**config.mk**
```make
export PLATFORM = sky130hd
export DESIGN_NAME = bcd_scan_display_flat
export DESIGN_NICKNAME = d
export VERILOG_FILES = /design/src/rtl/bcd_scan_display_if.sv /design/src/rtl/bcd_scan_display.sv /design/src/flat_wrapper.sv
export SDC_FILE = /design/constraint.sdc
export NUM_CORES = 1
export LEC_CHECK = 0
export ABC_AREA = 0
export BUFFER_PORTS_ARGS = -buffer_cell sky130_fd_sc_hd__clkbuf_2
export CAP_MARGIN = 0
export CORE_UTILIZATION = 62
export CTS_CLUSTER_DIAMETER = 80
export DETAILED_ROUTE_END_ITERATION = 10
export PLACE_DENSITY = 0.84
export SYNTH_ARGS = -nofsm -noshare
export SYNTH_HDL_FRONTEND = slang
export SYNTH_SLANG_ARGS = --single-unit
```
**constraint.sdc**
```tcl
create_clock -name clk -period 5.4 [get_ports clk]
set_input_delay 0.81 -clock clk [delete_from_list [all_inputs] [get_ports clk]]
set_output_delay 0.81 -clock clk [all_outputs]
set_load 0.01 [all_outputs]
```
**src/rtl/bcd_scan_display_if.sv**
```systemverilog
// rtl/bcd_scan_display_if.sv - load/data/blank inputs and scanned display outputs of the BCD scan driver
interface bcd_scan_display_if #(
    parameter int DIGITS = 4
);
    logic                  load;
    logic [4*DIGITS-1:0]   bcd_in;
    logic [DIGITS-1:0]     dp_in;
    logic                  blank;
    logic [6:0]            seg;
    logic                  dp;
    logic [DIGITS-1:0]     an;
    logic                  frame;

    modport master (
        output load, bcd_in, dp_in, blank,
        input  seg, dp, an, frame
    );

    modport slave (
        input  load, bcd_in, dp_in, blank,
        output seg, dp, an, frame
    );
endinterface

```
**src/rtl/bcd_scan_display.sv**
```systemverilog
// rtl/bcd_scan_display.sv - time-multiplexed N-digit BCD seven-segment driver, double-buffered
// Optional leading-zero blanking when BCD_SCAN_LZB_EN is defined.
module bcd_scan_display #(
    parameter int DIGITS      = 4,
    parameter int REFRESH_DIV = 100000
) (
    input  logic              clk,
    input  logic              rst,
    bcd_scan_display_if.slave bus
);
    localparam int PW = $clog2(REFRESH_DIV);
    localparam int IW = (DIGITS > 1) ? $clog2(DIGITS) : 1;

    logic [PW-1:0]         r_presc;
    logic [IW-1:0]         r_idx;
    logic [4*DIGITS-1:0]   r_pend_bcd;
    logic [DIGITS-1:0]     r_pend_dp;
    logic [4*DIGITS-1:0]   r_act_bcd;
    logic [DIGITS-1:0]     r_act_dp;
    logic [6:0]            r_seg;
    logic                  r_dp;
    logic [DIGITS-1:0]     r_an;
    logic                  r_frame;

    logic                  w_tc;
    logic                  w_wrap;
    logic [3:0]            w_nib;
    logic                  w_dp_sel;
    logic                  w_lz_sel;
    logic [DIGITS-1:0]     w_lz;
    logic [DIGITS-1:0]     w_an;

    function automatic logic [6:0] f_decode(input logic [3:0] nib);
        logic [6:0] s;
        case (nib)
            4'd0:    s = 7'h40;
            4'd1:    s = 7'h79;
            4'd2:    s = 7'h24;
            4'd3:    s = 7'h30;
            4'd4:    s = 7'h19;
            4'd5:    s = 7'h12;
            4'd6:    s = 7'h02;
            4'd7:    s = 7'h78;
            4'd8:    s = 7'h00;
            4'd9:    s = 7'h10;
            default: s = 7'h3F;
        endcase
        return s;
    endfunction

    assign w_tc   = (r_presc == PW'(REFRESH_DIV - 1));
    // With one digit the index never leaves 0, so every terminal count is a wrap.
    assign w_wrap = w_tc && (r_idx == IW'(DIGITS - 1));

`ifdef BCD_SCAN_LZB_EN
    always_comb begin
        logic z;
        z    = 1'b1;
        w_lz = '0;
        for (int k = DIGITS - 1; k >= 0; k--) begin
            z = z & (r_act_bcd[4*k +: 4] == 4'd0);
            w_lz[k] = z && (k != 0);
        end
    end
`else
    assign w_lz = '0;
`endif

    always_comb begin
        w_nib    = 4'd0;
        w_dp_sel = 1'b0;
        w_lz_sel = 1'b0;
        for (int k = 0; k < DIGITS; k++) begin
            if (r_idx == IW'(k)) begin
                w_nib    = r_act_bcd[4*k +: 4];
                w_dp_sel = r_act_dp[k];
                w_lz_sel = w_lz[k];
            end
        end
    end

    always_comb begin
        w_an = '1;
        for (int k = 0; k < DIGITS; k++) begin
            w_an[k] = bus.blank | (r_idx != IW'(k));
        end
    end

    always_ff @(posedge clk or posedge rst) begin
        if (rst) begin
            r_presc    <= '0;
            r_idx      <= '0;
            r_pend_bcd <= '0;
            r_pend_dp  <= '0;
            r_act_bcd  <= '0;
            r_act_dp   <= '0;
            r_seg      <= 7'h7F;
            r_dp       <= 1'b1;
            r_an       <= '1;
            r_frame    <= 1'b0;
        end else begin
            r_presc <= w_tc ? '0 : r_presc + PW'(1);
            if (w_wrap) begin
                r_idx <= '0;
            end else if (w_tc) begin
                r_idx <= r_idx + IW'(1);
            end
            if (bus.load) begin
                r_pend_bcd <= bus.bcd_in;
                r_pend_dp  <= bus.dp_in;
            end
            // A load landing on the wrap edge bypasses pending straight into active.
            if (w_wrap) begin
                r_act_bcd <= bus.load ? bus.bcd_in : r_pend_bcd;
                r_act_dp  <= bus.load ? bus.dp_in  : r_pend_dp;
            end
            r_frame <= w_wrap;
            r_seg   <= w_lz_sel ? 7'h7F : f_decode(w_nib);
            r_dp    <= ~w_dp_sel;
            r_an    <= w_an;
        end
    end

    assign bus.seg   = r_seg;
    assign bus.dp    = r_dp;
    assign bus.an    = r_an;
    assign bus.frame = r_frame;
endmodule

```
**src/flat_wrapper.sv**
```systemverilog
// flat-port wrapper written by rule: the top's interface ports become plain ports
module bcd_scan_display_flat 
#(
    parameter int DIGITS      = 4,
    parameter int REFRESH_DIV = 100000
)
  (clk, rst, bus_load, bus_bcd_in, bus_dp_in, bus_blank, bus_seg, bus_dp, bus_an, bus_frame);
  bcd_scan_display_if #(.DIGITS(DIGITS)) bus_i ();
  input  logic clk;
  input  logic rst;
  input wire logic [$bits(bus_i.load)-1:0] bus_load;
  input wire logic [$bits(bus_i.bcd_in)-1:0] bus_bcd_in;
  input wire logic [$bits(bus_i.dp_in)-1:0] bus_dp_in;
  input wire logic [$bits(bus_i.blank)-1:0] bus_blank;
  output wire logic [$bits(bus_i.seg)-1:0] bus_seg;
  output wire logic [$bits(bus_i.dp)-1:0] bus_dp;
  output wire logic [$bits(bus_i.an)-1:0] bus_an;
  output wire logic [$bits(bus_i.frame)-1:0] bus_frame;
  assign bus_i.load = bus_load;
  assign bus_i.bcd_in = bus_bcd_in;
  assign bus_i.dp_in = bus_dp_in;
  assign bus_i.blank = bus_blank;
  assign bus_seg = bus_i.seg;
  assign bus_dp = bus_i.dp;
  assign bus_an = bus_i.an;
  assign bus_frame = bus_i.frame;
  bcd_scan_display #(.DIGITS(DIGITS), .REFRESH_DIV(REFRESH_DIV)) u_core (.clk(clk), .rst(rst), .bus(bus_i));
endmodule
```
==> run metrics <==
Area Growth Syn to Fin 13.6%; RSZ-0062 raised after global routing no; min Tclk post-route 2.43 ns; initial drt markers 79; met1 Use GR 0.310; startpoint class of the critical path flip-flop; worst slack at placement 2.98 ns; CTS H-Tree Depth 3; Clock Pin Slew Worst Setup and Hold Paths 0.07 ns; register bit count reported by yosys 72; critical path class reg -> reg; initial core utilization 0.646; Antenna diodes 0; Setup violations, final 0; total CTS buffers 9; nets 304; grt total ovfl 0; outcome finished clean; largest net degree at the start of global routing 73; vias in the first global route 1,893; core box area 5140 µm²; CTS resizes 0; RePlAce Congestion 0.778; DR DRC count 0; via count 1,954; CTS Sinks 72; site row count 26; syn nets 266; Cells after Synth 236; critical path arrival 2.67 ns; Unique masters post-synth 54; mean cell area of the mapped netlist 14.1 µm²; Power Density 316 nW/µm²; initial antenna violation count 0; DRT antenna net count 0; Final Core Density 0.734; clk root buf clkbuf_8; top-level port count 37; met3 usage 0.0562; critical-path maximum fanout 18; Max Freq 412 MHz; Min-Delay Path Class reg -> reg; min setup slack post-route 2.97 ns; clock skew 0.00915 ns; MaxCap Viol Count 0; first-pass GRT wire length 9090 µm; die area 5660 µm²; PortBufs 36; iteration count of the initial detailed-routing pass 4; Crit. End Element flip-flop; Post-CTS Setup Inserts 0; WL final 5450 µm; Rel. slew slack 0.413; Max Root-Sink Buffers 2; HPWL after detailed placement 3670 µm; Fillers 349; layout cells sized above 1 0.427; Tcrit/Tclk final 0.450; hold_buf cts 0; TNS Setup 0 ns; Worst VDD drop 0.247 mV; Tightest Pin Transition 0.881 ns; clk_lat worst skew 0.34 ns; Vert. Die Dim 75.2 µm; Seq/Total Area, Yosys 0.547; die width 75.2 µm; CTS tree built; Top Usage Layer GRT met2; GR Util met2 0.342; GRT Total Usage 0.225; wire per inst 15.6 µm; DR vias/cell 5.60; Final Max Tran Viols 0; Mapped Area 3320 µm²; final hold violations 0; required time of the critical path 5.64 ns; YS warnings 0; Static Leak 1.72 nW
[synthesized netlist by cell type (all sizes together)]
master / n / share of area
a211o: 1 / 0.0026
a221oi: 5 / 0.027
nor2b: 4 / 0.0075
o211ai: 1 / 0.0023
and4: 4 / 0.011
or4: 1 / 0.0034
a211oi: 5 / 0.017
nand4: 5 / 0.014
or4b: 1 / 0.0030
o22a: 1 / 0.0026
o311ai: 1 / 0.0026
dfstp: 12 / 0.095
xnor2: 5 / 0.013
or2b: 2 / 0.0049
dfrtp: 60 / 0.45
nand2: 6 / 0.0068
nand3: 7 / 0.011
or3: 1 / 0.0019
nor3b: 4 / 0.011
nand2b: 3 / 0.0057
and2: 3 / 0.0064
clkbuf: 2 / 0.0023
nor2: 12 / 0.014
mux2: 41 / 0.16
nor3: 3 / 0.0045
inv: 7 / 0.0079
a221o: 1 / 0.0030
buf: 8 / 0.029
o31ai: 1 / 0.0023
nor4b: 1 / 0.0026
nand3b: 4 / 0.013
and3: 2 / 0.0053
xor2: 7 / 0.018
ha: 6 / 0.023
a21oi: 5 / 0.0087
o21ai: 4 / 0.0060
[critical path, stage by stage, from the launching register on]
cell and delay [ns]:
dfrtp_1 0.39, ha_1 0.75, a211oi_1 0.19, a221oi_4 0.40, or4b_1 0.50, o311ai_1 0.10
[layout by cell type (no fill, tap or decap), types with 3 or more instances in the layout]
cell / netlist / final
nor2_1: 12 / 12
nand2_1: 6 / 6
inv_1: 7 / 6
clkbuf_8: 0 / 9
dfrtp_1: 60 / 60
a211oi_1: 3 / 3
mux2_2: 20 / 20
nor3_1: 3 / 3
xnor2_1: 5 / 5
a21oi_1: 4 / 4
nand3b_1: 3 / 3
clkbuf_2: 0 / 36
xor2_1: 7 / 7
nand2b_1: 3 / 3
ha_1: 6 / 6
nor3b_1: 3 / 3
dfstp_2: 12 / 12
o21ai_1: 3 / 3
nand3_1: 7 / 7
mux2_4: 19 / 19
and4_1: 3 / 3
nor2b_1: 4 / 4
bufinv_16: 0 / 5
nand4_1: 4 / 4
[worst paths after layout]
check,startpoint,to,slack [ns],cells past startpoint
min,u_core.r_act_dp[3],u_core.bus.dp,0.43,1
min in group asynchronous,rst,u_core.r_presc[6],0.70,3
min reg2reg,u_core.r_act_dp[3],u_core.bus.dp,0.43,1
max,u_core.r_idx[0],u_core.bus.seg[0],2.97,5
max reg2reg,u_core.r_idx[0],u_core.bus.seg[0],2.97,5
max in group asynchronous,rst,u_core.r_pend_bcd[12],4.16,3
[routing by layer]
| metal | share of wire | wire length, µm | up-vias |
|---|---|---|---|
| li1 | - | - | 927 |
| met1 | 0.47 | 2590 | 976 |
| met2 | 0.47 | 2580 | 41 |
| met3 | 0.036 | 195 | 10 |
| met4 | 0.016 | 89 | 0 |
| met5 | 0 | 0 | - |
[kinds of logic after synthesis]
group | count (synthesis) | share of synthesized area
compound gates | 25 | 0.0742
xor+xnor | 12 | 0.0316
fa+ha+maj | 6 | 0.0226
buf+inv | 17 | 0.0395
flops | 72 | 0.547
mux | 41 | 0.160
simple gates | 63 | 0.125
[sequential cells by signal, summed over array words and instances (netlist names)]
name	flops
u_core.bus.an	4
u_core.bus.dp	1
u_core.bus.frame	1
u_core.bus.seg	7
u_core.r_act_bcd	16
u_core.r_act_dp	4
u_core.r_idx	2
u_core.r_pend_bcd	16
u_core.r_pend_dp	4
u_core.r_presc	17
[per-stage QoR]
stage / hold slack, ns / instance area, µm² / instances / power, W
floorplan: 0.382 / 3320 / 236 / 0.000597
global placement: 0.414 / 3490 / 333 / 0.000613
detailed placement: 0.414 / 3490 / 333 / 0.000616
CTS: 0.427 / 3770 / 349 / 0.00121
global route: 0.455 / 3770 / 349 / 0.00124
finish: 0.433 / 3770 / 349 / 0.00119
[power breakdown]
| part | internal [W] | leakage, nW | switching, W |
|---|---|---|---|
| Sequential | 0.000555 | 0.903 | 0.00000382 |
| Combinational | 0.0000211 | 0.672 | 0.0000242 |
| Clock | 0.000400 | 0.140 | 0.000190 |
| Total | 0.000976 | 1.72 | 0.000218 |
[final cells by class]
class	instances	area, µm²	area share
flip-flops and latches	72	1820	0.481
clock inverters	6	155	0.0411
multi-input cells	147	1370	0.364
inverters	7	26.3	0.00696
well taps	70	87.6	0.0232
repair buffers	37	188	0.0497
clock buffers	10	128	0.0338
Power figures use the tool's default switching activity.
